`config.mk`:
```
export PLATFORM = sky130hd
export DESIGN_NAME = dct_row_loader
export DESIGN_NICKNAME = d
export VERILOG_FILES = /design/src/rtl/dct_row_loader_pkg.sv /design/src/rtl/dct_row_loader.sv
export SDC_FILE = /design/constraint.sdc
export NUM_CORES = 1
export LEC_CHECK = 0
export ABC_AREA = 1
export BUFFER_PORTS_ARGS = -buffer_cell sky130_fd_sc_hd__buf_2
export CAP_MARGIN = 20
export CORE_MARGIN = 2
export CORE_UTILIZATION = 35
export DETAILED_ROUTE_END_ITERATION = 16
export HOLD_SLACK_MARGIN = 0.15
export PLACE_DENSITY_LB_ADDON = 0.15
export SYNTH_ARGS = -nofsm -noshare
export SYNTH_HDL_FRONTEND = slang
export SYNTH_SLANG_ARGS = --single-unit
export TNS_END_PERCENT = 20
```
`constraint.sdc`:
```
create_clock -name clk -period 2 [get_ports clk]
set_input_delay 0.1 -clock clk [delete_from_list [all_inputs] [get_ports clk]]
set_output_delay 0.1 -clock clk [all_outputs]
set_load 0.02 [all_outputs]
```
`src/rtl/dct_row_loader_pkg.sv`:
```
// Shared constants for the DCT row loader: default widths, DCT pacing
// and the issue-FSM state encodings.
package dct_row_loader_pkg;

    localparam int DATA_IN_WIDTH        = 8;
    localparam int DATA_IN_SIGNED_WIDTH = DATA_IN_WIDTH + 1;
    localparam int DCT_BUSY_CYCLES      = 7;
    localparam int ROW_LEN              = 8;

    localparam logic [1:0] ST_IDLE  = 2'd0;
    localparam logic [1:0] ST_ISSUE = 2'd1;
    localparam logic [1:0] ST_BUSY  = 2'd2;

endpackage

```
`src/rtl/dct_row_loader.sv`:
```
// Collects 8 pixels into a row buffer, level-shifts them on entry and hands
// complete rows to an 8-point DCT with a one-cycle start pulse. Collection of
// the next row overlaps the DCT busy time (double buffering).
module dct_row_loader #(
    parameter int DATA_IN_WIDTH   = dct_row_loader_pkg::DATA_IN_WIDTH,
    parameter int LEVEL_SHIFT     = 1,
    parameter int DCT_BUSY_CYCLES = dct_row_loader_pkg::DCT_BUSY_CYCLES
) (
    input  logic                     clk,
    input  logic                     rst,
    input  logic                     pix_valid,
    input  logic [DATA_IN_WIDTH-1:0] pix_data,
    output logic                     pix_ready,
    output logic                     dct_ena,
    output logic [DATA_IN_WIDTH:0]   dct_data0,
    output logic [DATA_IN_WIDTH:0]   dct_data1,
    output logic [DATA_IN_WIDTH:0]   dct_data2,
    output logic [DATA_IN_WIDTH:0]   dct_data3,
    output logic [DATA_IN_WIDTH:0]   dct_data4,
    output logic [DATA_IN_WIDTH:0]   dct_data5,
    output logic [DATA_IN_WIDTH:0]   dct_data6,
    output logic [DATA_IN_WIDTH:0]   dct_data7,
    output logic [15:0]              rows_issued
);
    import dct_row_loader_pkg::*;

    localparam int SW = DATA_IN_WIDTH + 1;
    // BUSY holds for DCT_BUSY_CYCLES-2 cycles so that ISSUE + BUSY + the IDLE
    // copy cycle put back-to-back start pulses exactly DCT_BUSY_CYCLES apart.
    localparam int BUSY_LOAD = (DCT_BUSY_CYCLES > 2) ? (DCT_BUSY_CYCLES - 2) : 1;
    localparam int CNT_W     = (BUSY_LOAD < 2) ? 1 : $clog2(BUSY_LOAD + 1);
    localparam logic [SW-1:0] OFFSET =
        (LEVEL_SHIFT != 0) ? (SW'(1) << (DATA_IN_WIDTH - 1)) : SW'(0);

    logic [1:0]       state_q, state_d;
    logic [2:0]       idx_q, idx_d;
    logic             row_full_q, row_full_d;
    logic [CNT_W-1:0] busy_cnt_q, busy_cnt_d;
    logic [15:0]      rows_issued_q, rows_issued_d;
    logic [SW-1:0]    collect_q [ROW_LEN];
    logic [SW-1:0]    collect_d [ROW_LEN];
    logic [SW-1:0]    dct_data_q [ROW_LEN];
    logic [SW-1:0]    dct_data_d [ROW_LEN];
    logic [SW-1:0]    pix_shifted;
    logic             xfer;
    logic             copy;

    // Unsigned pixel widened by one bit, optionally re-centred around zero;
    // the result always fits so no saturation is needed.
    assign pix_shifted = {1'b0, pix_data} - OFFSET;

    assign pix_ready   = !rst && (!row_full_q || (state_q == ST_IDLE && row_full_q));
    assign xfer        = pix_valid && pix_ready;
    assign copy        = (state_q == ST_IDLE) && row_full_q;
    assign dct_ena     = (state_q == ST_ISSUE);
    assign rows_issued = rows_issued_q;

    assign dct_data0 = dct_data_q[0];
    assign dct_data1 = dct_data_q[1];
    assign dct_data2 = dct_data_q[2];
    assign dct_data3 = dct_data_q[3];
    assign dct_data4 = dct_data_q[4];
    assign dct_data5 = dct_data_q[5];
    assign dct_data6 = dct_data_q[6];
    assign dct_data7 = dct_data_q[7];

    // Next-state: issue FSM, row hand-off copy and pixel collection.
    always_comb begin
        state_d       = state_q;
        idx_d         = idx_q;
        row_full_d    = row_full_q;
        busy_cnt_d    = busy_cnt_q;
        rows_issued_d = rows_issued_q;
        collect_d     = collect_q;
        dct_data_d    = dct_data_q;

        case (state_q)
            ST_IDLE: begin
                if (copy) begin
                    dct_data_d = collect_q;
                    row_full_d = 1'b0;
                    state_d    = ST_ISSUE;
                end
            end
            ST_ISSUE: begin
                state_d       = ST_BUSY;
                busy_cnt_d    = CNT_W'(BUSY_LOAD);
                rows_issued_d = rows_issued_q + 16'd1;
            end
            ST_BUSY: begin
                if (busy_cnt_q <= CNT_W'(1)) begin
                    busy_cnt_d = '0;
                    state_d    = ST_IDLE;
                end else begin
                    busy_cnt_d = busy_cnt_q - CNT_W'(1);
                end
            end
            default: begin
                state_d = ST_IDLE;
            end
        endcase

        // A transfer on the copy edge lands in slot 0 of the next row while
        // the copy reads the old buffer contents, so nothing is lost.
        if (xfer) begin
            collect_d[idx_q] = pix_shifted;
            idx_d            = idx_q + 3'd1;
            if (idx_q == 3'd7) begin
                row_full_d = 1'b1;
            end
        end
    end

    // State registers with synchronous reset clearing both row buffers.
    always_ff @(posedge clk) begin
        if (rst) begin
            state_q       <= ST_IDLE;
            idx_q         <= '0;
            row_full_q    <= 1'b0;
            busy_cnt_q    <= '0;
            rows_issued_q <= '0;
            for (int i = 0; i < ROW_LEN; i++) begin
                collect_q[i]  <= '0;
                dct_data_q[i] <= '0;
            end
        end else begin
            state_q       <= state_d;
            idx_q         <= idx_d;
            row_full_q    <= row_full_d;
            busy_cnt_q    <= busy_cnt_d;
            rows_issued_q <= rows_issued_d;
            collect_q     <= collect_d;
            dct_data_q    <= dct_data_d;
        end
    end

endmodule

```
Yosys cells after proc, flatten, opt, wreduce, memory -nomap -nowiden
Cells that the tools add are included.

word-level totals
  flip-flop bits (word level) = 169
  output and inout port bits = 90
  logic and storage cells = 57
  input bits = 11

operators by class
  multiplexer cells = 12
  $lt $le $gt $ge = 3
  reductions and logical operators = 11
  equality and inequality tests = 5
  $add $sub $neg = 4
  bitwise operators = 1

operator list
  operator                 number
  $bwmux W72               1
  $demux W9 S3             1
  $add A16 B1 Y16 const B  1
  $mux W9                  1
  $sub A8 B8 Y9 const B    1
  $pmux W2 S3              1
  $pmux W3 S2              1
  $ge A4 B4 Y1 const B     1
  $logic_and A1 B1 Y1      4
  $lt A4 B1 Y1 const B     1
  $mux W1                  4
  $mux W2                  2
  $ne A2 B2 Y1 const B     2
  $not A3 Y4               1
  $reduce_and A2 Y1        2
  $add A3 B1 Y3 const B    1
  $eq A3 B3 Y1 const B     1
  $le A3 B1 Y1 const B     1
  $mux W3                  1
  $sub A3 B1 Y3 const B    1
  $eq A2 B1 Y1 const B     1
  $eq A2 B2 Y1 const B     1
  $logic_not A1 Y1         2
  $logic_not A2 Y1         1
  2 further kinds          2

Logic depth before layout (Yosys ltp)
  word-level depth = 6
  gate-level depth with buffers = 11
  depth with buffers taken out = 9

Worst setup path before layout
Ideal clock, no wire load.

  kind = register -> register
  start point = reg state_q[0]
  end point = reg collect_q[60] (netlist bit)
  path slack = 0.393 ns
  required time = 1.887 ns
  buffers on the path = 2
  clock period less this slack = 1.607 ns
  arrival time = 1.494 ns
  library setup time = 0.113 ns
  stages on the path, launching flop included = 12
  path through = dfxtp_1 -> inv_1 -> ha_1 -> nor2_2 -> nor2_4 -> nand2_8 -> buf_12 -> nor2_8 -> buf_8 -> nand2_1 -> nand2_1 -> nor2_1

on the way
  word-level cells in the longest chain between the ends = 5

ends and longest elaborated chain
  element                   RTL line               text
  start: declaration        dct_row_loader.sv:35   logic [1:0] state_q, state_d;
  start signal: assignment  dct_row_loader.sv:127  state_q <= state_d;
  $logic_not A2 Y1          dct_row_loader.sv:52   assign pix_ready = !rst && (!row_full_q || (state_q == ST_IDLE && row_full_q));
  $logic_and A1 B1 Y1       dct_row_loader.sv:52
  $logic_or A1 B1 Y1        dct_row_loader.sv:52
  $logic_and A1 B1 Y1       dct_row_loader.sv:52
  named net pix_ready       dct_row_loader.sv:13   output logic pix_ready,
  $logic_and A1 B1 Y1       dct_row_loader.sv:53   assign xfer = pix_valid && pix_ready;
  end signal: assignment    dct_row_loader.sv:132  collect_q <= collect_d;
  end: declaration          dct_row_loader.sv:40   logic [SW-1:0] collect_q [ROW_LEN];

The timed path passes the listed nets, and every way through them passes these cells.
A chain may end at the register's enable or synchronous reset.

Worst setup path in the final report
  start point = reg state_q[0]
  end point = reg collect_q[27] (netlist bit)

on the way
  word-level cells in the longest chain between the ends = 5

ends and longest elaborated chain
  element              RTL line
  $logic_not A2 Y1     dct_row_loader.sv:52
  $logic_and A1 B1 Y1  dct_row_loader.sv:52
  $logic_or A1 B1 Y1   dct_row_loader.sv:52
  $logic_and A1 B1 Y1  dct_row_loader.sv:52
  $logic_and A1 B1 Y1  dct_row_loader.sv:53

Every way passes these cells.

==> out/results.ini <==
[detailed_routing]
vias=5092
drcViolationCount=0
wl_um=14000
wl_per_cell_um=12.1
route.detailed.vias_per_inst=4.41
drt.antenna.violating_nets=0
initial_drc_count=301
detailedRoute.firstPassIterationCount=5

[clock_network]
postCtsSetupRepairBufs=0
post_cts.resized_instances=0
clockRootBuffer=sky130_fd_sc_hd__clkbuf_16
tritoncts=built
cts_hold_buf=3
clock-sinks=153
tritoncts.num_buffers=17
htree_levels=4
clockBufferDepth=2
clk_pin_slew_worst_paths_ps=60
clk-insertion-delay-late_ps=430

[setup_path]
worst-path-buf-inv=1
critPathSlowestCell=sky130_fd_sc_hd__nor2_4
kind_of_capture_point_of_the_worst_setup_path=flop
timing.setup.critical_path_class=reg -> reg
worstPathMaxFanout=16
arrival_time_of_the_worst_setup_path_ps=1990
worst_r2r_startpoint=state_q[0]$_SDFFE_PP0P_
slowest_delay_ps=340
critical-path-top-delay-family=simple AND/OR/NAND/NOR gates
reg2reg_depth=9
setup.reg_to_reg.worst_slack_ps=330
startpoint_type=flop
crit_required_ps=2310
timing.rr.end=collect_q[27]$_SDFFE_PP0P_
cells_along_the_critical_path=inv_1 -> ha_1 -> nor2_2 -> nor2_4 -> nand2_8 -> nor2_4 -> nand2_1 -> nand2_1 -> nor2_1

[min_path]
whs_endpoint=collect_q[65]$_SDFFE_PP0P_
hold_critical_path_depth=5
hold_path_class=in -> reg
hold_path_startpoint=pix_data[2]

[yosys]
netlist_area_um2=6070
synth_area_per_cell_um2=7.30
seq_area_frac_synth_pct=50.4
ys_ff_latch=153
mappedNetlistNets=851
post_synth_num_cell_types=25
syn_inst=832
synth-warning-count=0

[global_route]
global_route_wire_length_before_repair_um=22800
number_of_antenna_violations_at_the_first_check_in_global_routing=1
globalRouteOverflowTotal=0
maximum_number_of_pins_on_one_net_before_global_route_repair=106
track_usage_pct=15.8
vias_in_the_first_global_route=4602

[timing]
final-max-slew-violation-count=0
timing_worst_slew_pin_value_ps=495
final.setup_skew_ps=23.4
tns_ps=0
grt_setup_unrepaired=false
period_share_pct=83.7
max_slew_margin_pct=66.9
fin_crit_ps=1670
hold-worst-slack_ps=183
max_clock_freq_mhz=597
setup_viol_count_final=0
finalHoldViolations=0

[placement]
dp.final_hpwl_um=9070
io_buffer_count=100
gp_congestion=0.762

[run]
max_cap_violation_count=0

[layout]
final_cell_mix=sky130_fd_sc_hd__nor2_1, sky130_fd_sc_hd__nand2_1, sky130_fd_sc_hd__dfxtp_1
finish.net_count=934
mostFrequentLayoutCell=sky130_fd_sc_hd__nor2_1
drive_gt1_share_pct=16.6
flow.area_growth_from_synthesis_pct=19.9

[power]
irDropWorstVdd_v=0.000580
power_density_of_the_placed_cells_nw_per_um2=902
leakage_nw=3.20

[run_status]
status=finished, final reports clean

[die]
design.die.area_um2=18400
row_count=48
dieHeight_um=136
ios=101
die_x_um=136
core_area_um2=17100
initial_utilization_pct=35.5

synthesized netlist by cell type (all sizes together):
| library cell | count | area (µm²) |
|---|---|---|
| o21ai | 75 | 375 |
| nor2 | 293 | 1200 |
| inv | 35 | 131 |
| nor3 | 4 | 20.0 |
| ha | 8 | 100 |
| a211oi | 1 | 7.51 |
| xor2 | 1 | 8.76 |
| a21oi | 17 | 85.1 |
| o21bai | 1 | 7.51 |
| dfxtp | 153 | 3060 |
| nand4 | 4 | 25.0 |
| nand3 | 15 | 75.1 |
| a31oi | 1 | 6.26 |
| o21a | 1 | 7.51 |
| clkbuf | 23 | 86.3 |
| nand2 | 174 | 669 |
| buf | 26 | 201 |
report_power, final:
| group | internal [mW] | switching (mW) | leakage (nW) |
|---|---|---|---|
| combinational | 0.0875 | 0.197 | 1.70 |
| clock | 1.85 | 1.33 | 0.266 |
| sequential | 3.08 | 0.0215 | 1.23 |
| total | 5.02 | 1.55 | 3.20 |
worst max path at each step:
stage / start / endpoint / slack [ps] / cells after the start
2_1_floorplan: state_q[0]$_SDFFE_PP0P_ / collect_q[60]$_SDFFE_PP0P_ / 390 / 11
3_3_place_gp: state_q[0]$_SDFFE_PP0P_ / collect_q[41]$_SDFFE_PP0P_ / 380 / 9
3_5_place_dp: state_q[0]$_SDFFE_PP0P_ / collect_q[46]$_SDFFE_PP0P_ / 350 / 9
4_1_cts: state_q[0]$_SDFFE_PP0P_ / pix_ready / 330 / 5
5_1_grt: state_q[0]$_SDFFE_PP0P_ / collect_q[40]$_SDFFE_PP0P_ / 140 / 9
6_report: state_q[0]$_SDFFE_PP0P_ / collect_q[27]$_SDFFE_PP0P_ / 330 / 9
flip-flops by register name (all words and copies together) (netlist names):
name and cells:
busy_cnt_q 3, dct_data7 8, dct_data6 8, dct_data5 8
dct_data2 8, collect_q 64, dct_data3 8, idx_q 3
dct_data0 8, state_q 2, row_full_q 1, rows_issued 16
dct_data1 8, dct_data4 8
cells by family (layout without fill, tap and decap cells):
family / Yosys count / count (layout) / synth area share, %
buffers and inverters: 84 / 180 / 6.90
DFF: 153 / 153 / 50.4
other: 0 / 1 / 0
AOI/OAI and AO/OA: 96 / 96 / 8.05
adders and majority gates: 8 / 8 / 1.65
and+or+nand+nor: 490 / 490 / 32.8
xor gates and xnor gates: 1 / 1 / 0.144
area by class of cell:
cell class / instances / area [µm²]
antenna: 1 / 2.50
clock buffer: 19 / 433
clock inverter: 13 / 146
fill: 1821 / 9830
inverter: 35 / 133
multi-input combinational: 595 / 2590
sequential: 153 / 3060
tap: 225 / 282
timing repair buffer: 113 / 631
stage by stage:
stage,worst slack (ps),instances,util [%],instance area (µm²),power (mW)
5_1_grt,143,1154,42.6,7280,6.80
4_1_cts,335,1153,42.5,7280,6.65
3_3_place_gp,378,1118,39.0,6670,3.46
2_1_floorplan,393,832,-,6070,3.38
6_report,326,1154,42.6,7280,6.57
3_5_place_dp,355,1118,39.0,6670,3.46
metal layers:
| metal | track usage, % | share of wire, % |
|---|---|---|
| met5 | 0 | 0 |
| met4 | 6.31 | 1.3 |
| met3 | 4.45 | 5.9 |
| met2 | 24.6 | 44 |
| met1 | 20.6 | 48 |
worst register-to-register path, cell delays in order, from the launching register on:
cell and delay (ps):
sky130_fd_sc_hd__dfxtp_1 330, sky130_fd_sc_hd__inv_1 80, sky130_fd_sc_hd__ha_1 210, sky130_fd_sc_hd__nor2_2 80, sky130_fd_sc_hd__nor2_4 140, sky130_fd_sc_hd__nand2_8 170, sky130_fd_sc_hd__nor2_4 340, sky130_fd_sc_hd__nand2_1 90
sky130_fd_sc_hd__nand2_1 70, sky130_fd_sc_hd__nor2_1 40
No activity file was read; power rests on OpenSTA's default activity.
